--- src/rtl/poly_comp_seq.sv ---
// poly_comp_seq: Horner-rule temperature-compensation polynomial sequencer (Q2.14)
//   Ports: clk, rst_n (sync, active-low), start, temp[15:0] -> latched operand;
//          coeff_rd/coeff_addr/coeff <-> NV_mem read port (1-cycle latency);
//          mult_a/mult_b -> external saturating multiplier, sat_prod <- its product;
//          result[15:0] registered result, done one-cycle pulse, busy = not IDLE.
module poly_comp_seq #(
   parameter int NUM_COEFF = 4,
   parameter int ADDR_W    = 3,
   parameter int BASE_ADDR = 0
) (
   input  logic              clk,
   input  logic              rst_n,
   input  logic              start,
   input  logic [15:0]       temp,
   output logic              coeff_rd,
   output logic [ADDR_W-1:0] coeff_addr,
   input  logic [15:0]       coeff,
   output logic [15:0]       mult_a,
   output logic [15:0]       mult_b,
   input  logic [15:0]       sat_prod,
   output logic [15:0]       result,
   output logic              done,
   output logic              busy
);
   localparam int IW = $clog2(NUM_COEFF);
   localparam logic [ADDR_W-1:0] BASE = ADDR_W'(BASE_ADDR);
   localparam logic [ADDR_W-1:0] TOP  = ADDR_W'(BASE_ADDR + NUM_COEFF - 1);
   typedef enum logic [1:0] {IDLE, FETCH, STEP, DONE} state_t;
   state_t state;
   logic [15:0] acc, temp_reg, sum;
   logic [IW-1:0] idx;
   logic rd_top, rd_idx, rd_dec;
   // 17-bit sum overflows exactly when its two top bits disagree
   function automatic logic [15:0] satadd(input logic [15:0] a, input logic [15:0] b);
      logic [16:0] s;
      s = {a[15], a} + {b[15], b};
      return (s[16] != s[15]) ? (s[16] ? 16'h8000 : 16'h7FFF) : s[15:0];
   endfunction
   assign sum    = satadd(sat_prod, coeff);
   assign mult_a = acc;
   assign mult_b = temp_reg;
   assign busy   = state != IDLE;
   // Read strobe is combinational so the coefficient arrives the following cycle;
   // in STEP it already targets the next (decremented) index.
   always_comb begin
      rd_top     = state == IDLE && start;
      rd_idx     = state == FETCH;
      rd_dec     = state == STEP && idx != '0;
      coeff_rd   = rst_n && (rd_top || rd_idx || rd_dec);
      coeff_addr = !coeff_rd ? BASE : rd_top ? TOP : BASE + ADDR_W'(rd_idx ? idx : idx - IW'(1));
   end
   always_ff @(posedge clk) begin
      if (!rst_n) begin
         state    <= IDLE;
         acc      <= '0;
         temp_reg <= '0;
         idx      <= '0;
         result   <= '0;
         done     <= 1'b0;
      end else begin
         done <= 1'b0;
         case (state)
            IDLE: if (start) begin
               temp_reg <= temp;
               idx      <= IW'(NUM_COEFF - 2);
               state    <= FETCH;
            end
            FETCH: begin
               acc   <= coeff;
               state <= STEP;
            end
            STEP: begin
               acc <= sum;
               if (idx != '0) idx <= idx - IW'(1);
               else begin
                  result <= sum;
                  done   <= 1'b1;
                  state  <= DONE;
               end
            end
            default: state <= IDLE;
         endcase
      end
   end
endmodule

--- config.mk ---
export PLATFORM = sky130hd
export DESIGN_NAME = poly_comp_seq
export DESIGN_NICKNAME = d
export VERILOG_FILES = /design/src/rtl/poly_comp_seq.sv
export SDC_FILE = /design/constraint.sdc
export NUM_CORES = 1
export LEC_CHECK = 0
export CAP_MARGIN = 20
export CORE_MARGIN = 3
export CORE_UTILIZATION = 30
export CTS_CLUSTER_SIZE = 25
export DETAILED_ROUTE_END_ITERATION = 7
export PLACE_DENSITY = 0.63
export SYNTH_ARGS = -nofsm -noshare
export SYNTH_HDL_FRONTEND = slang
export SYNTH_SLANG_ARGS = --single-unit
--- constraint.sdc ---
create_clock -name clk -period 2.9 [get_ports clk]
set_input_delay 0.58 -clock clk [delete_from_list [all_inputs] [get_ports clk]]
set_output_delay 0.58 -clock clk [all_outputs]
set_load 0.03 [all_outputs]
# Word level (Yosys, flattened, before mapping)
# Cells that the tools add are included.
# classes
add_sub_neg	3
eq_ne	6
muxes	13
bitwise_logic	1
reduce_logical	15
# ops
op	n
$mux 16	2
$pmux 16 s2	1
$add 16x16->17	1
$mux 3	3
$mux 2	4
$reduce_and 2->1	4
$reduce_bool 2->1	4
$pmux 2 s3	1
$ne 2x2->1 const B	2
$pmux 2 s2	1
$logic_and 1x1->1	3
$reduce_and 3->1	1
$sub 2x1->3 const B	1
$eq 2x1->1 const B	1
$eq 2x2->1 const B	1
$logic_not 2->1	1
$logic_or 1x1->1	2
$ne 2x1->1 const B	1
$sub 2x1->2 const B	1
$mux 1	1
$ne 1x1->1	1
$not 1->1	1
# word_totals
ff_bits	53
output_inout_bits	54

# Longest topological paths before layout
# depth
depth_word	6
depth_mapped	12

# Least setup slack after synthesis
# No wires, ideal clock.
# synth_path
kind	flip-flop to output port
from	register state[0]
to	output port coeff_addr[2]
arrival_time_ns	2.234
required_time_ns	2.320
setup_slack_ns	0.086
path_stages_with_launch	7
path_buffers	2
cell_sequence	dfxtp_1 -> inv_1 -> ha_1 -> and2_1 -> clkbuf_1 -> buf_1 -> nor4b_1
# synth_between
elab_chain_cells	6
elab_cells_between_ends	11
# synth_rtl
item	line_no	rtl
from (decl)	29	state_t state;
from (signal assigned)	54	state <= IDLE;
from (signal assigned)	66	state <= FETCH;
from (signal assigned)	70	state <= STEP;
$logic_not 2->1	46	rd_top = state == IDLE && start;
$logic_and 1x1->1	46	
$logic_or 1x1->1 (2 in a row)	49	coeff_rd = rst_n && (rd_top || rd_idx || rd_dec);
$logic_and 1x1->1	49	
$mux 3 *	50	coeff_addr = !coeff_rd ? BASE : rd_top ? TOP : BASE + ADDR_W'(rd_idx ? idx : idx - IW'(1));
to (decl)	16	output logic [ADDR_W-1:0] coeff_addr,
# Mark *: on every way between the ends. The rest lies on a longest branch, timed or not.

# Final worst setup path
# layout_path
from	input port sat_prod[4]
to	register acc[10], in the netlist mult_a[10]
# layout_between
elab_chain_cells	4
elab_cells_between_ends	5
# layout_rtl
item	line_no	rtl
from (decl)	20	input logic [15:0] sat_prod,
$add 16x16->17 *	36	s = {a[15], a} + {b[15], b};
$mux 16 / $ne 1x1->1 (equally long branches)	37	return (s[16] != s[15]) ? (s[16] ? 16'h8000 : 16'h7FFF) : s[15:0];
$mux 16 *	37	
$pmux 16 s2 *	62	case (state)
to (signal assigned)	69	acc <= coeff;
to (signal assigned)	73	acc <= sum;
to (decl)	30	logic [15:0] acc, temp_reg, sum;
# Marks and branches as above.
# A chain may end at the register's enable or synchronous reset.

==> flow_summary.json <==
{
  "synthTopCellsByArea": "dfxtp_1, ha_1, nand2_1",
  "grt_pass1_wl_um": 17300,
  "tritoncts": "built",
  "viasPerCell": 5.09,
  "synth_area_leader_cell": "dfxtp_1",
  "die_height_um": 110,
  "peakVddDrop_mv": 0.294,
  "finalSetupTns_ns": 0,
  "num_vias": 3515,
  "hold_depth": 2,
  "slowest_delay_ns": 0.53,
  "cap_violations": 0,
  "first_iter_violations": 193,
  "rrSetupSlack_ns": 0.83,
  "numCtsBuffers": 5,
  "path_class": "in2reg",
  "outcome": "complete, no violations",
  "slew_headroom_pct": 63.5,
  "syn_nets": 466,
  "grt_pass1_vias": 3584,
  "core-area_um2": 10500,
  "final-seq-area_um2": 1060,
  "switchingPower_w": 0.00141,
  "ys_ff_latch": 53,
  "required_ns": 3.10,
  "min_from": "mult_a[0]",
  "num-fill-cells": 1021,
  "gp_congestion": 0.896,
  "crit_path_end_kind": "flip-flop",
  "pwr-share-seq_pct": 28.9,
  "multi_input_area_um2": 2390,
  "synth-edff-count": 0,
  "crit_arrival_ns": 3.01,
  "timing.rr.start": "state[0]",
  "hold_end": "mult_a[0]",
  "cts_sinks": 53,
  "drtAntennaViolNets": 0,
  "hp-class": "reg2reg",
  "cts-root-buf": "clkbuf_8",
  "clk_latency_ns": 0.31,
  "setup_viol": 0,
  "timing.fmax_mhz": 356,
  "r2r-end": "mult_a[6]",
  "reg2reg_depth": 7,
  "row_count": 37,
  "wirelength_um": 11000,
  "die_area_um2": 12200,
  "first_pass_iters": 4,
  "synth_top_area_share_pct": 32.5,
  "fin_ws_ns": 0.0887,
  "wl_per_cell_um": 15.9,
  "grt_overflow_total": 0,
  "postCtsHoldBufs": 0,
  "drt_drc_violations_left": 0,
  "power.density_nw_per_um2": 634,
  "cpLargestDelayFamily": "compound AO/OA/AOI/OAI gates",
  "antennaDiodeCount": 0,
  "leakage_nw": 2.23,
  "avgSynthCellArea_um2": 8.32,
  "crit_path_start_kind": "input pin",
  "dp_slack_ns": -0.574,
  "startpoint": "sat_prod[4]",
  "antenna_found_initial": 0,
  "crit_fanout": 5,
  "synth_flop_cell": "dfxtp_1",
  "min_period_ns": 2.81,
  "skew_ns": 0.00841,
  "final_nets": 627,
  "combPwrFrac_pct": 55.7,
  "layout-drive-gt1-share_pct": 24.7,
  "cts.htree.levels": 2,
  "cts.clk_slew.worst_paths_ns": 0.10,
  "critPathBufInv": 2,
  "grt_max_degree": 55,
  "boundaryPins": 105,
  "grt_util_all_layers_pct": 18.0,
  "slew_viol_final": 0,
  "syn_inst": 392,
  "tightest_slew_ns": 0.547,
  "synth_area_um2": 3260,
  "areaGrowthSynthToFinish_pct": 64.5,
  "p_int_w": 0.00199,
  "ys_top_cells_by_count": "nand2_1, dfxtp_1, a21oi_1, nor2_1",
  "swShare_pct": 41.5,
  "fp.dieW_um": 110,
  "seq_area_frac_synth_pct": 32.5,
  "clk_path_buf_depth": 2,
  "post-synth-top-count-cell": "nand2_1",
  "dp_hpwl_um": 8170,
  "path_cells": "clkdlybuf4s50_1 -> ha_4 -> o21a_1 -> o31a_1 -> buf_6 -> o211a_4 -> or2_1 -> xor2_1 -> maj3_2 -> a222oi_1 -> nor2b_1",
  "period_share_pct": 96.9,
  "slowest_stage": "clkdlybuf4s50_1",
  "synth-async-reset-ratio_pct": 0,
  "power.share.clock_pct": 15.4,
  "synthDistinctLibCells": 60,
  "hold_violations": 0,
  "initial_core_util_pct": 31.2,
  "io_buffers": 104,
  "yosysWarnings": 0
}
## power groups by stage
stage | combinational, W | clock (W) | sequential, W
floorplan | 0.000767 | 0 | 0.00127
global placement | 0.00174 | 0 | 0.000995
detailed placement | 0.00176 | 0 | 0.000999
CTS | 0.00183 | 0.000539 | 0.000985
global route | 0.00204 | 0.000562 | 0.00101
finish | 0.00189 | 0.000524 | 0.000984
## cells by family (layout without fill, tap and decap cells)
family | after synthesis | in the layout | share of synthesized area [%]
multiplexers | 1 | 1 | 0.345
adder cells (fa/ha/maj) | 35 | 35 | 12.9
AND/OR/NAND/NOR | 134 | 134 | 19.9
flip-flops | 53 | 53 | 32.5
XOR/XNOR | 13 | 14 | 3.95
buffers and inverters | 32 | 193 | 4.41
AO/OA/AOI/OAI | 124 | 124 | 26.0
## per-layer routing
metal	vias to the layer above	GRT usage (%)	routed length, um
met5	-	0	0
met4	0	5.72	160
met3	14	3.26	836
met2	122	31.4	5250
met1	1664	22.4	4730
li1	1715	-	-
## metrics by stage
step	power [W]	util [%]	instance area, um^2	instances	hold slack (ns)
4_1_cts	0.00335	48.7	5100	685	0.471
5_1_grt	0.00361	51.3	5370	690	0.490
3_3_place_gp	0.00274	45.9	4800	671	0.437
6_report	0.00340	51.3	5370	690	0.465
2_1_floorplan	0.00204	-	3260	392	0.490
3_5_place_dp	0.00276	45.9	4800	671	0.445
## cell type report
cell class	instances	area share, %
well taps	136	3.17
repair buffers	171	29.4
inverters	14	0.979
multi-input cells	308	44.5
clock inverters	1	0.559
flip-flops and latches	53	19.8
clock buffers	7	1.61
## how the worst max path moves through the flow
stage	cells past startpoint	endpoint
3_5_place_dp	13	result[2]
2_1_floorplan	6	coeff_addr[2]
3_3_place_gp	13	result[6]
5_1_grt	12	result[0]
4_1_cts	10	mult_a[0]
6_report	11	mult_a[10]
## timing repair
action / 4_1_cts / 5_1_grt
endpoints found under the setup margin: 31 / 30
resized for setup: 30 / 55
gates cloned: 2 / 0
buffers inserted: 4 / 5
pin swaps: 14 / 25
## sequential cells by signal, summed over array words and instances, names as in the netlist
| signal | flops |
|---|---|
| state | 2 |
| done | 1 |
| result | 16 |
| mult_a | 16 |
| mult_b | 16 |
| idx | 2 |
## cell usage in the layout, fill, tap and decap left out, drive strengths merged, types with 15 or more instances in the layout
master / n
nand2: 64
dlymetal6s2s: 15
dfxtp: 53
buf: 71
o21ai: 25
a21oi: 29
nor2: 31
ha: 22
a21boi: 23
clkdlybuf4s50: 80
## tightest hold or removal path, stage by stage (launching register included)
cell,delay (ns)
dfxtp_1,0.34
nand2_1,0.04
o21ai_0,0.05
Note: power is estimated with default switching activity, not from simulation.
